File: src/rtl/spike_infer_seq.sv
// Inference-window sequencer: clears per-class spike counters, accumulates output-neuron spikes for a
// programmed number of timesteps, then scans one class per cycle for the argmax and offers it on valid/ready.
module spike_infer_seq #(
  parameter int N_CLASSES = 10,
  parameter int CNT_W     = 8,
  parameter int WIN_W     = 8
) (
  input  logic                 clk_i,
  input  logic                 rst_ni,
  input  logic                 start_i,
  input  logic                 abort_i,
  input  logic [WIN_W-1:0]     window_len_i,
  input  logic                 step_i,
  input  logic [N_CLASSES-1:0] spikes_i,
  output logic                 busy_o,
  output logic                 result_valid_o,
  input  logic                 result_ready_i,
  output logic [3:0]           predicted_digit_o,
  output logic [CNT_W-1:0]     max_count_o,
  output logic                 no_spike_o,
  output logic [1:0]           dbg_state_o
);

  typedef enum logic [1:0] {IDLE, ACCUM, SCAN, DONE} state_t;

  localparam logic [CNT_W-1:0] CNT_MAX  = '1;
  localparam logic [3:0]       LAST_IDX = 4'(N_CLASSES - 1);

  // Result handshake: result_valid_o rises on entry to DONE and the result fields stay frozen until the
  // cycle where result_valid_o & result_ready_i; the FSM returns to IDLE on the following edge.

  state_t             state;
  logic [CNT_W-1:0]   cnt [N_CLASSES];
  logic [WIN_W-1:0]   win_len;
  logic [WIN_W-1:0]   step_cnt;
  logic [3:0]         idx;
  logic [3:0]         run_digit;
  logic [CNT_W-1:0]   run_max;

  logic [CNT_W-1:0]   cur;
  logic               cur_gt;
  logic [CNT_W-1:0]   final_max;
  logic [3:0]         final_digit;

  // Strict compare keeps the earlier (lower) index on ties.
  always_comb begin
    cur         = cnt[idx];
    cur_gt      = (cur > run_max);
    final_max   = cur_gt ? cur : run_max;
    final_digit = cur_gt ? idx : run_digit;
  end

  assign dbg_state_o = state;

  always_ff @(posedge clk_i or negedge rst_ni) begin
    if (!rst_ni) begin
      state             <= IDLE;
      for (int k = 0; k < N_CLASSES; k++) cnt[k] <= '0;
      win_len           <= '0;
      step_cnt          <= '0;
      idx               <= '0;
      run_digit         <= '0;
      run_max           <= '0;
      busy_o            <= 1'b0;
      result_valid_o    <= 1'b0;
      predicted_digit_o <= '0;
      max_count_o       <= '0;
      no_spike_o        <= 1'b0;
    end else if (abort_i) begin
      state             <= IDLE;
      for (int k = 0; k < N_CLASSES; k++) cnt[k] <= '0;
      step_cnt          <= '0;
      idx               <= '0;
      run_digit         <= '0;
      run_max           <= '0;
      busy_o            <= 1'b0;
      result_valid_o    <= 1'b0;
      predicted_digit_o <= '0;
      max_count_o       <= '0;
      no_spike_o        <= 1'b0;
    end else begin
      case (state)
        IDLE: begin
          if (start_i) begin
            for (int k = 0; k < N_CLASSES; k++) cnt[k] <= '0;
            win_len           <= window_len_i;
            step_cnt          <= '0;
            idx               <= '0;
            run_digit         <= '0;
            run_max           <= '0;
            busy_o            <= 1'b1;
            predicted_digit_o <= '0;
            max_count_o       <= '0;
            no_spike_o        <= 1'b0;
            state             <= (window_len_i == '0) ? SCAN : ACCUM;
          end
        end
        ACCUM: begin
          if (step_i) begin
            for (int k = 0; k < N_CLASSES; k++) begin
              if (spikes_i[k] && (cnt[k] != CNT_MAX)) cnt[k] <= cnt[k] + CNT_W'(1);
            end
            step_cnt <= step_cnt + WIN_W'(1);
            if ((step_cnt + WIN_W'(1)) == win_len) state <= SCAN;
          end
        end
        SCAN: begin
          if (cur_gt) begin
            run_max   <= cur;
            run_digit <= idx;
          end
          idx <= idx + 4'd1;
          if (idx == LAST_IDX) begin
            state             <= DONE;
            result_valid_o    <= 1'b1;
            max_count_o       <= final_max;
            no_spike_o        <= (final_max == '0);
            predicted_digit_o <= final_digit;
          end
        end
        DONE: begin
          if (result_ready_i) begin
            state          <= IDLE;
            result_valid_o <= 1'b0;
            busy_o         <= 1'b0;
          end
        end
        default: state <= IDLE;
      endcase
    end
  end

endmodule

File: config.mk
export PLATFORM = sky130hd
export DESIGN_NAME = spike_infer_seq
export DESIGN_NICKNAME = d
export VERILOG_FILES = /design/src/rtl/spike_infer_seq.sv
export SDC_FILE = /design/constraint.sdc
export NUM_CORES = 1
export LEC_CHECK = 0
export BUFFER_PORTS_ARGS = -buffer_cell sky130_fd_sc_hd__buf_2
export CORE_MARGIN = 2
export CORE_UTILIZATION = 25
export CTS_BUF_LIST = sky130_fd_sc_hd__clkbuf_16
export DETAILED_ROUTE_END_ITERATION = 10
export GPL_ROUTABILITY_DRIVEN = 0
export HOLD_SLACK_MARGIN = 0.02
export PLACE_DENSITY = 0.41
export SYNTH_ARGS = -nofsm -noshare
export SYNTH_HDL_FRONTEND = slang
export SYNTH_SLANG_ARGS = --single-unit
export TNS_END_PERCENT = 1
File: constraint.sdc
create_clock -name clk_i -period 6.1 [get_ports clk_i]
set_input_delay 0 -clock clk_i [delete_from_list [all_inputs] [get_ports clk_i]]
set_output_delay 0 -clock clk_i [all_outputs]
set_load 0.02 [all_outputs]
-- Word level (Yosys, flattened, before mapping)
Index checks and enable logic that the tools add are counted.
- bits in registers: 129
- input bits: 24
- output and inout bits: 17
- word-level logic and storage cells: 156
- $add $sub $neg: 12
- magnitude comparators: 2
- equality and inequality tests: 30
- mux-type cells: 55
- bitwise operators: 2
- reductions and logical operators: 34
- operator list (cell ; number):
    80-bit 2-to-1 mux ; 3
    80-bit one-hot mux with 2 select lines ; 1
    8-bit 2-to-1 mux ; 19
    8-bit by 1-bit adder with 8-bit output (second input constant) ; 11
    8-bit inequality test (second input constant) ; 10
    8-bit one-hot mux with 2 select lines ; 3
    3-bit inequality test (second input constant) ; 15
    4-bit AND reduction ; 10
    8-bit binary-select mux with 4-bit select ; 1
    4-bit 2-to-1 mux ; 6
    4-bit one-hot mux with 2 select lines ; 3
    8-bit zero test ; 2
    3-bit AND reduction ; 5
    2-bit 2-to-1 mux ; 7
    3-bit nonzero test ; 4
    1-bit logical AND ; 10
    8-bit == test ; 1
    8-bit > comparator ; 1
    1-bit 2-to-1 mux ; 8
    2-bit one-hot mux with 4 select lines ; 1
    1-bit one-hot mux with 2 select lines ; 3
    5-bit >= comparator (second input constant) ; 1
    4-bit inverter with 5-bit output ; 1
    5-bit AND reduction ; 1
    other kinds (7) ; 8

-- Longest topological paths before layout
Gate-level depths: netlist of the first run.
- depth after elaboration: 10
- mapped depth: 15
- gate-level depth less buffers: 11

-- Least setup slack after synthesis of the first run
No wires, ideal clock.
- path type: flip-flop to flip-flop
- from: reg idx[0]
- to: reg max_count_o[4]
- data arrival time: 3.178 ns
- required time: 5.967 ns
- path slack: 2.789 ns
- cell stages (with the launch flop): 15
- path buffers: 4
- cell sequence: dfrtp_1 buf_2 buf_4 buf_2 mux2i_1 o22ai_1 o22a_1 ha_1 nand2_1 o21ai_0 mux2i_1 a21oi_1 buf_2 mux2i_1 o21ai_0
- word-level cells in the longest chain between the ends: 9
- elaborated cells on any way between the ends: 12
- classes of those cells: order compare (1); eq/ne (2); mux (7); bitwise (1); reduce/logical (1)
- RTL lines (what ; RTL line ; text):
    from (decl) ; 36 ; logic [3:0] idx;
    from (signal assigned) ; 112 ; idx <= idx + 4'd1;
    4-bit inverter with 5-bit output (implied by the code) ; 47 ; cur = cnt[idx];
    8-bit binary-select mux with 4-bit select ; 47 ;
    8-bit 2-to-1 mux (implied by the code) (2 in series) ; 47 ;
    8-bit > comparator ; 48 ; cur_gt = (cur > run_max);
    8-bit 2-to-1 mux ; - ;
    8-bit 2-to-1 mux ; 113 ; if (idx == LAST_IDX) begin
    8-bit one-hot mux with 2 select lines ; 82 ; case (state)
    8-bit 2-to-1 mux ; 69 ; end else if (abort_i) begin
    to (signal assigned) ; 116 ; max_count_o <= final_max;
    to (decl) ; 19 ; output logic [CNT_W-1:0] max_count_o,
Several ways; a longest one is shown, not always the timed one. The select of a mux whose other input is x is not followed.
A chain may end at the register's enable or synchronous reset.

-- Worst setup path after layout of the first run
- from: reg idx[0]
- to: reg run_digit[1]
- word-level cells in the longest chain between the ends: 8
- RTL lines (what ; RTL line ; text):
    4-bit inverter with 5-bit output (implied by the code) ; 47 ;
    8-bit binary-select mux with 4-bit select ; 47 ;
    8-bit 2-to-1 mux (implied by the code) (2 in series) ; 47 ;
    8-bit > comparator ; 48 ;
    4-bit 2-to-1 mux ; - ;
    4-bit one-hot mux with 2 select lines ; - ;
    4-bit 2-to-1 mux ; - ;
    to (signal assigned) ; 110 ; run_digit <= idx;
    to (decl) ; 37 ; logic [3:0] run_digit;
No other way between the ends. The select of a mux whose other input is x is not followed.

==> results of run 1 <==
[critical path: stages (launching register included)]
cell     delay [ps]
dfrtp_2         850
buf_4           440
mux2i_1         260
o22ai_1         100
o22a_1          270
ha_1            340
nand2_1          60
o21ai_0         250
mux2i_1         140
a21oi_2         790
o22ai_1         340
a22o_1          260
[kinds of logic (layout without fill, tap and decap cells)]
logic type                 Yosys count  after routing  synth area share [%]
and+or+nand+nor                    305            305                  18.7
AOI/OAI and AO/OA                  199            199                  16.9
DFF                                129            129                  43.3
muxes                               64             64                  8.87
buffers and inverters               51            115                  2.92
xor gates and xnor gates            44             44                  5.16
adders and majority gates           25             25                  4.19
[power groups by stage]
stage	clock (mW)	combinational (mW)	sequential [mW]
after floorplan	0	0.466	1.01
after global placement	0	0.677	1.03
after detailed placement	0	0.675	1.03
after CTS	1.02	0.689	1.02
after global routing	1.06	0.766	1.03
final	0.989	0.682	1.02
[cells in the mapped netlist, types with 2 or more instances]
cell	instances	area, um2
mux2i_1	50	500
nor4_1	11	68.8
o22a_1	6	52.6
o21a_1	4	30.0
and3_1	9	56.3
a22o_1	8	70.1
o22ai_1	15	93.8
o31ai_1	27	203
o41ai_1	8	70.1
nand3_1	42	210
xor2_1	16	140
mux2_2	13	146
and2_1	12	75.1
o221ai_1	4	35.0
a21o_1	8	60.1
nor2_1	84	315
buf_4	2	15.0
o21ai_0	94	470
a31o_1	2	17.5
a21oi_1	10	50.1
buf_2	9	45.0
nand4_1	7	43.8
a31oi_1	5	31.3
or3_1	2	12.5
ha_1	25	313
nor2b_1	3	18.8
dfrtp_1	129	3230
clkbuf_1	21	78.8
nand2b_1	8	50.1
inv_1	18	67.6
nor3_1	14	70.1
xnor2_1	28	245
or2_1	7	43.8
nand2_1	99	372
[state kept, by name, indices dropped and copies added, names as in the netlist]
signal             count
cnt                   80
run_max                8
step_cnt               8
run_digit              4
no_spike_o             1
result_valid_o         1
win_len                8
max_count_o            8
predicted_digit_o      4
dbg_state_o            2
busy_o                 1
idx                    4
[final timing paths]
path,start,end,slack [ps],cells past startpoint
max in group asynchronous,rst_ni,win_len[3],4730,3
min reg2reg,max_count_o[0],max_count_o[0],480,2
max,idx[0],run_digit[1],1890,11
max reg2reg,idx[0],run_digit[1],1890,11
min in group asynchronous,rst_ni,cnt[16],170,2
min,spikes_i[3],cnt[49],50,5
[routing by layer]
metal | vias to the layer above | routed length [um] | global-route usage (%)
li1 | 3046 | - | -
met1 | 3000 | 10700 | 20.6
met2 | 106 | 9850 | 22.9
met3 | 14 | 780 | 2.79
met4 | 0 | 208 | 3.51
met5 | - | 0 | 0
[stage by stage]
stage               hold slack (ps)  instance area [um2]  utilization (%)
finish                         53.0                 8830             30.0
global route                   84.9                 8830             30.0
CTS                            29.1                 8830             30.0
detailed placement              126                 8090             27.4
global placement                123                 8090             27.4
floorplan                      -296                 7460                -
[timing repair]
item / CTS / global route
endpoints found under the hold margin: 96 / 0
hold buffers: 18 / 0
resized for setup: 0 / 0
[cell type report]
cell class	instances	area (um2)	area share [%]
flip-flops and latches	129	3230	36.6
repair buffers	65	439	4.97
inverters	18	67.6	0.765
clock buffers	17	425	4.82
clock inverters	15	135	1.53
well taps	390	488	5.53
multi-input cells	637	4050	45.8
==> out/qor.yml, run 1 <==
io_pins: 41
die_y_um: 177
cts_root_buf: "clkbuf_16"
path_clk_slew_ps: 70
area_growth_pct: 18.3
grt-ovfl-total: 0
drt-total-wl_um: 21500
wl_per_cell_um: 16.9
critPathMaxFanout: 28
relSlewSlack_pct: 28.1
sw_frac_of_total_pct: 35.4
vias_per_cell: 4.85
placed_cells: 1221
yosysUniqueCellTypes: 51
first_iter_violations: 354
fin_nets: 917
grt_pass1_vias: 6078
rsz0062_at_grt: "no"
pwr-share-clk_pct: 36.8
power.net_switching_mw: 0.950
synthCells: 817
fp.dieW_um: 177
yosysSeqAreaShare_pct: 43.3
combPwrFrac_pct: 25.4
placement_rows: 63
status: "finished, final reports clean"
power_density_mw_per_mm2: 304
cts_buffer_depth: 2
timing.final.crit_share_pct: 69.0
place_ws_ps: 1880
htree_levels: 4
setup_viol: 0
ant_nets: 0
dr.pass1.iters: 5
synth_ff_type: "dfrtp_1"
drive_gt1_share_pct: 11.6
tns_ps: 0
layout_common_cells: "dfrtp_1 (128), nand2_1 (99), o21ai_0 (94), nor2_1 (83), mux2i_1 (50)"
grt_pass1_wl_um: 35100
post-route-drc-count: 0
crit_arrival_ps: 4540
setup_ws_ps: 1890
dp_hpwl_um: 15100
drv_cap: 0
fin_cells: 1271
min_path_type: "in2reg"
final_common_cell: "dfrtp_1"
finalWorstPathRequiredPeriod_ps: 4210
worstPathRequired_ps: 6420
cts_setup_buffers: 0
dieArea_mm2: 0.0313
leakagePower_nw: 3.53
grt_max_degree: 82
worstMarginPinSlew_ps: 1070
n_antenna_cell: 0
nFillCells: 3160
synth_edf_count: 0
start_util_pct: 25.3
hold_violations: 0
ir_drop_mv: 0.152
fin_skew_ps: 15.3
max_freq_mhz: 237
total_power_mw: 2.69
yosysWarnings: 0
antenna_found_initial: 0
clock_sinks: 129
cts_tree: "yes"
synth_nets: 866
intPower_mw: 1.74
synthArstFlopShare_pct: 100
seq_power_share_pct: 37.8
synth-seq-cells: 129
avgSynthCellArea_um2: 9.14
slew_violations: 0
crit_path_end_kind: "flop"
io_buffers: 40
worstSetupStartpointType: "flop"
numCtsBuffers: 17
insertion_delay_ps: 440
coreArea_mm2: 0.0295
track_usage_pct: 14.6
vias: 6166
crit_type: "reg2reg"
netlist_area_mm2: 0.00746
(Power assumes the default switching activity.)
==> inputs of run 2 (changes only) <==
==> constraint.sdc (replaced) <==
create_clock -name clk_i -period 3.9 [get_ports clk_i]
set_input_delay 0 -clock clk_i [delete_from_list [all_inputs] [get_ports clk_i]]
set_output_delay 0 -clock clk_i [all_outputs]
set_load 0.02 [all_outputs]
==> run 2 against run 1 <==
Register-to-register slack worse by 1300 ps. Die area unchanged. Setup slack worse by 1300 ps. Final area is 1.5% higher. Wire length decreased by 0.54%. Final cell count up 0.63%. First-iteration DRC count down 12%. Sequential share of layout area down 0.56 points. Count of clock-buffer cells in the layout unchanged. Largest power group is now the clock network.
==> out/qor.yml, run 2 (synthesized netlist as in run 1, its figures left out) <==
fp.dieW_um: 177  # unchanged
ant_nets: 0  # unchanged
cts_setup_buffers: 0  # unchanged
n_antenna_cell: 0  # unchanged
track_usage_pct: 14.6  # about the same
status: "finished, final reports clean"
vias_per_cell: 4.79  # -1.4%
power_density_mw_per_mm2: 492  # +62%
crit_arrival_ps: 3730  # -810 ps
combPwrFrac_pct: 25.1  # -0.3 points
numCtsBuffers: 17  # unchanged
worstMarginPinSlew_ps: 856  # -218 ps
relSlewSlack_pct: 42.9  # +15 points
io_pins: 41  # unchanged
fin_skew_ps: 12.4  # -2.95 ps
timing.final.crit_share_pct: 86.1  # +17 points
path_clk_slew_ps: 60  # about the same
dieArea_mm2: 0.0313  # unchanged
dr.pass1.iters: 4  # -1
pwr-share-clk_pct: 39.2  # +2.4 points
max_flop_register: "cnt"
dp_hpwl_um: 15200  # +0.85%
insertion_delay_ps: 430  # about the same
worstPathRequired_ps: 4270  # -2150 ps
vias: 6121  # -0.73%
antenna_found_initial: 0  # unchanged
slew_violations: 0  # unchanged
start_util_pct: 25.3  # unchanged
cts_tree: "yes"
ir_drop_mv: 0.303  # +99%
cts_buffer_depth: 2  # unchanged
rsz0062_at_grt: "no"
hold_ws_ps: 55.1  # +2.09 ps
grt_use_met3_pct: 2.73  # -0.064 points
drt-total-wl_um: 21400  # -0.54%
leakagePower_nw: 3.61  # +2.4%
max_freq_mhz: 298  # +25%
fin_nets: 925  # +0.87%
cts_root_buf: "clkbuf_16"
min_path_type: "in2reg"
wl_per_cell_um: 16.7  # -1.2%
coreArea_mm2: 0.0295  # unchanged
grt_pass1_vias: 6155  # +1.3%
layout_common_cells: "dfrtp_1 (128), nand2_1 (99), o21ai_0 (94), nor2_1 (83), mux2i_1 (50)"
post-route-drc-count: 0  # unchanged
htree_levels: 4  # unchanged
grt_max_degree: 85  # +3.7%
use_met1_pct: 20.8  # +0.20 points
worstSetupStartpointType: "flop"
crit_start: "idx[3]"
crit_path_end_kind: "flop"
io_buffers: 40  # unchanged
tns_ps: 0  # unchanged
drv_cap: 0  # unchanged
grt-ovfl-total: 0  # unchanged
grt_pass1_wl_um: 35200  # +0.12%
hold_violations: 0  # unchanged
placement_rows: 63  # unchanged
die_y_um: 177  # unchanged
grt.busiest_layer: "met2"
area_growth_pct: 20.1
critPathMaxFanout: 16  # -43%
sw_frac_of_total_pct: 32.5  # -2.8 points
first_iter_violations: 313  # -12%
reg2regPathDepth: 12  # +1
drive_gt1_share_pct: 11.9  # +0.35 points
reg2reg_setup_slack_ps: 540  # -1350 ps
largest_reg_flops: 80  # unchanged
use_met2_pct: 22.5  # -0.37 points
cts_resized: 0  # unchanged
cts_hold_buffers: 18  # unchanged
power.net_switching_mw: 1.43  # +51%
rr_endpoint: "run_digit[0]"
rr_startpoint: "idx[3]"
seq_power_share_pct: 35.7  # -2.1 points
finalWorstPathRequiredPeriod_ps: 3360  # -853 ps
crit_type: "reg2reg"
clock_sinks: 129  # unchanged
setup_viol: 0  # unchanged
final_common_cell: "dfrtp_1"
worstSetupEndpoint: "run_digit[0]"
intPower_mw: 2.97  # +71%
[run 2: cell types whose count changed in the layout (fill, tap and decap cells not counted)]
cell	before	now
buf_12	0	1
buf_4	7	14
bufinv_16	1	5
clkinv_1	1	3
clkinv_2	2	3
clkinv_4	3	0
clkinvlp_4	4	2
inv_1	18	20
inv_6	4	0
[run 2: metrics by stage]
| stage | power (mW) | instance area (um2) | std cells | utilization [%] | worst slack (ps) |
|---|---|---|---|---|---|
| 3_5_place_dp | 2.71 | 8160 | 1229 | 27.7 | 569 |
| 2_1_floorplan | 2.30 | 7460 | 817 | - | 589 |
| 4_1_cts | 4.49 | 8970 | 1279 | 30.4 | 541 |
| 3_3_place_gp | 2.71 | 8160 | 1229 | 27.7 | 665 |
| 6_report | 4.41 | 8970 | 1279 | 30.4 | 542 |
| 5_1_grt | 4.67 | 8970 | 1279 | 30.4 | 259 |
[run 2: worst min path at each step]
stage | cells after the start | start | end | slack, ps
final | 4 | spikes_i[3] | cnt[49] | 60
after global routing | 4 | spikes_i[3] | cnt[49] | 100
after CTS | 5 | spikes_i[3] | cnt[49] | 30
after detailed placement | 1 | rst_ni | cnt[28] | 150
after global placement | 1 | rst_ni | cnt[28] | 150
after floorplan | 0 | rst_ni | busy_o | -300
[run 2: power groups by stage]
stage               Sequential, mW  Clock (mW)  Combinational, mW
floorplan                     1.57           0              0.729
global placement              1.60           0               1.11
detailed placement            1.60           0               1.11
CTS                           1.58        1.78               1.13
global route                  1.59        1.84               1.24
finish                        1.57        1.73               1.11
[run 2: worst max-delay path, cell delays in order, from the launching register on]
cell,delay (ps)
dfrtp_1,470
nand2b_1,460
o221ai_1,380
o22ai_1,120
a21oi_1,300
ha_1,310
a21oi_1,140
o21ai_0,120
mux2i_1,190
a21oi_2,60
buf_4,180
o22ai_1,360
a22o_1,200
[run 2: layout make-up]
cell class	count	area [um2]
Clock buffer	17	425
Clock inverter	15	199
Fill cell	3155	20500
Inverter	18	67.6
Multi-Input combinational cell	637	4050
Sequential cell	129	3230
Tap cell	390	488
Timing Repair Buffer	73	512
[run 2: layer usage]
layer / routed length, um / share of wire [%] / vias up
li1: - / - / 3053
met1: 10800 / 50 / 3001
met2: 9920 / 46 / 58
met3: 473 / 2.2 / 9
met4: 194 / 0.91 / 0
met5: 0 / 0 / -
==> inputs of run 3 (changes only) <==
--- a/config.mk
+++ b/config.mk
@@ -7,12 +7,12 @@
 export LEC_CHECK = 0
 export BUFFER_PORTS_ARGS = -buffer_cell sky130_fd_sc_hd__buf_2
 export CORE_MARGIN = 2
-export CORE_UTILIZATION = 25
+export CORE_UTILIZATION = 50
 export CTS_BUF_LIST = sky130_fd_sc_hd__clkbuf_16
 export DETAILED_ROUTE_END_ITERATION = 10
 export GPL_ROUTABILITY_DRIVEN = 0
 export HOLD_SLACK_MARGIN = 0.02
-export PLACE_DENSITY = 0.41
+export PLACE_DENSITY = 0.69
 export SYNTH_ARGS = -nofsm -noshare
 export SYNTH_HDL_FRONTEND = slang
 export SYNTH_SLANG_ARGS = --single-unit
==> run 3 against run 2 <==
Wire length down 11%. Maximum frequency shrank 5.8%. Sequential share of layout area rose by 1.1 points. Non-clock buffer count fell by 2. Final area is 3.0% lower. Die area shrank 49%. Clock power up 3%. Count of clock-buffer cells in the layout unchanged. Largest cell class unchanged.
==> out/qor.yml, run 3 (synthesized netlist as in run 1, its figures left out) <==
min_path_type: "in2reg"
rsz0062_at_grt: "no"
setup_viol: 0  # unchanged
clock_sinks: 129  # unchanged
grt_pass1_vias: 6203  # +0.78%
layout_common_cells: "dfrtp_1 (128), nand2_1 (99), o21ai_0 (94), nor2_1 (84), mux2i_1 (50)"
timing.final.crit_share_pct: 91.4  # +5.3 points
cts_tree: "yes"
tns_ps: 0  # unchanged
track_usage_pct: 24.8  # +10 points
ir_drop_mv: 0.368  # +22%
crit_arrival_ps: 3870  # +140 ps
grt-ovfl-total: 0  # unchanged
path_clk_slew_ps: 60  # about the same
die_y_um: 126  # -29%
cts_root_buf: "clkbuf_16"
status: "finished, final reports clean"
max_flop_register: "cnt"
fp.dieW_um: 126  # -29%
reg2reg_setup_slack_ps: 340  # -210 ps
placement_rows: 44  # -30%
antenna_found_initial: 0  # unchanged
vias_per_cell: 5.94  # +24%
drive_gt1_share_pct: 11.6  # -0.31 points
wl_per_cell_um: 17.8  # +6.7%
critPathMaxFanout: 16  # unchanged
cts_buffer_depth: 2  # unchanged
dr.pass1.iters: 5  # +1
area_growth_pct: 16.6
worstPathRequired_ps: 4210  # -60 ps
n_antenna_cell: 0  # unchanged
max_freq_mhz: 281  # -5.8%
final_common_cell: "dfrtp_1"
slew_violations: 0  # unchanged
worstSetupStartpointType: "flop"
hold_ws_ps: 52.0  # -3.09 ps
start_util_pct: 51.4  # +26 points
largest_reg_flops: 80  # unchanged
fin_skew_ps: 8.66  # -3.69 ps
numCtsBuffers: 17  # unchanged
dieArea_mm2: 0.0159  # -49%
relSlewSlack_pct: 45.4  # +2.5 points
crit_type: "reg2reg"
crit_path_end_kind: "flop"
fin_nets: 923  # -0.22%
htree_levels: 4  # unchanged
post-route-drc-count: 0  # unchanged
power_density_mw_per_mm2: 507  # +3.0%
grt_pass1_wl_um: 31600  # -10%
drt-total-wl_um: 19100  # -11%
first_iter_violations: 524  # +67%
io_pins: 41  # unchanged
grt_max_degree: 76  # -11%
finalWorstPathRequiredPeriod_ps: 3560  # +206 ps
ant_nets: 0  # unchanged
drv_cap: 0  # unchanged
hold_violations: 0  # unchanged
leakagePower_nw: 3.62  # +0.16%
vias: 6364  # +4.0%
dp_hpwl_um: 13300  # -12%
io_buffers: 40  # unchanged
worstMarginPinSlew_ps: 819  # -37.1 ps
insertion_delay_ps: 420  # about the same
coreArea_mm2: 0.0145  # -51%
==> run 3: area by class of cell <==
type,count,area (um2)
clock inverters,15,220
inverters,18,67.6
multi-input cells,637,4020
clock buffers,17,425
repair buffers,71,503
fillers,1245,5830
flip-flops and latches,129,3230
well taps,184,230
==> run 3: layer usage <==
layer	GRT usage (%)	wire, um	vias to the layer above	part of all wire (%)
li1	-	-	3057	-
met4	8.66	494	0	2.6
met1	33.7	8570	3071	45
met2	38.9	8980	191	47
met3	6.46	1050	45	5.5
met5	0	0	-	0
==> run 3: timing repair <==
item	CTS	global route
resized for setup	0	0
hold buffers	17	0
setup buffers	0	0
hold endpoints to repair	69	0
==> run 3: power by group <==
group	internal (mW)	switching, mW	leakage (nW)
registers	1.45	0.126	1.77
logic	0.401	0.659	1.53
clock network	1.18	0.594	0.320
total	3.03	1.38	3.62
==> run 3: path summary, 6_finish.rpt <==
kind	startpoint	to	depth (start not counted)
worst max-delay path	idx[3]	run_max[0]	12
worst min-delay path	spikes_i[3]	cnt[49]	5
worst max register to register	idx[3]	run_max[0]	12
worst min register to register	max_count_o[3]	max_count_o[3]	2
max in group asynchronous	rst_ni	idx[0]	3
min in group asynchronous	rst_ni	max_count_o[7]	2
==> run 3: stage by stage <==
stage                     setup slack, ps  util (%)  instance area [um2]  cells  total power [mW]
after floorplan                       589         -                 7460    817              2.30
after CTS                             382      59.9                 8700   1071              4.42
after global placement                609      54.2                 7880   1022              2.58
after detailed placement              415      54.2                 7880   1022              2.62
final                                 336      59.9                 8700   1071              4.41
after global routing                 40.1      59.9                 8700   1071              4.63
==> run 3: worst max-delay path: stages, from the launching register on <==
cell and delay (ps):
dfrtp_1 490, nand2b_1 510, o221ai_1 280, o22ai_1 200, a21oi_1 90, ha_1 360, a21oi_1 70, o21ai_0 260
mux2i_1 140, a21oi_1 300, buf_4 310, o22ai_1 200, a22o_1 230
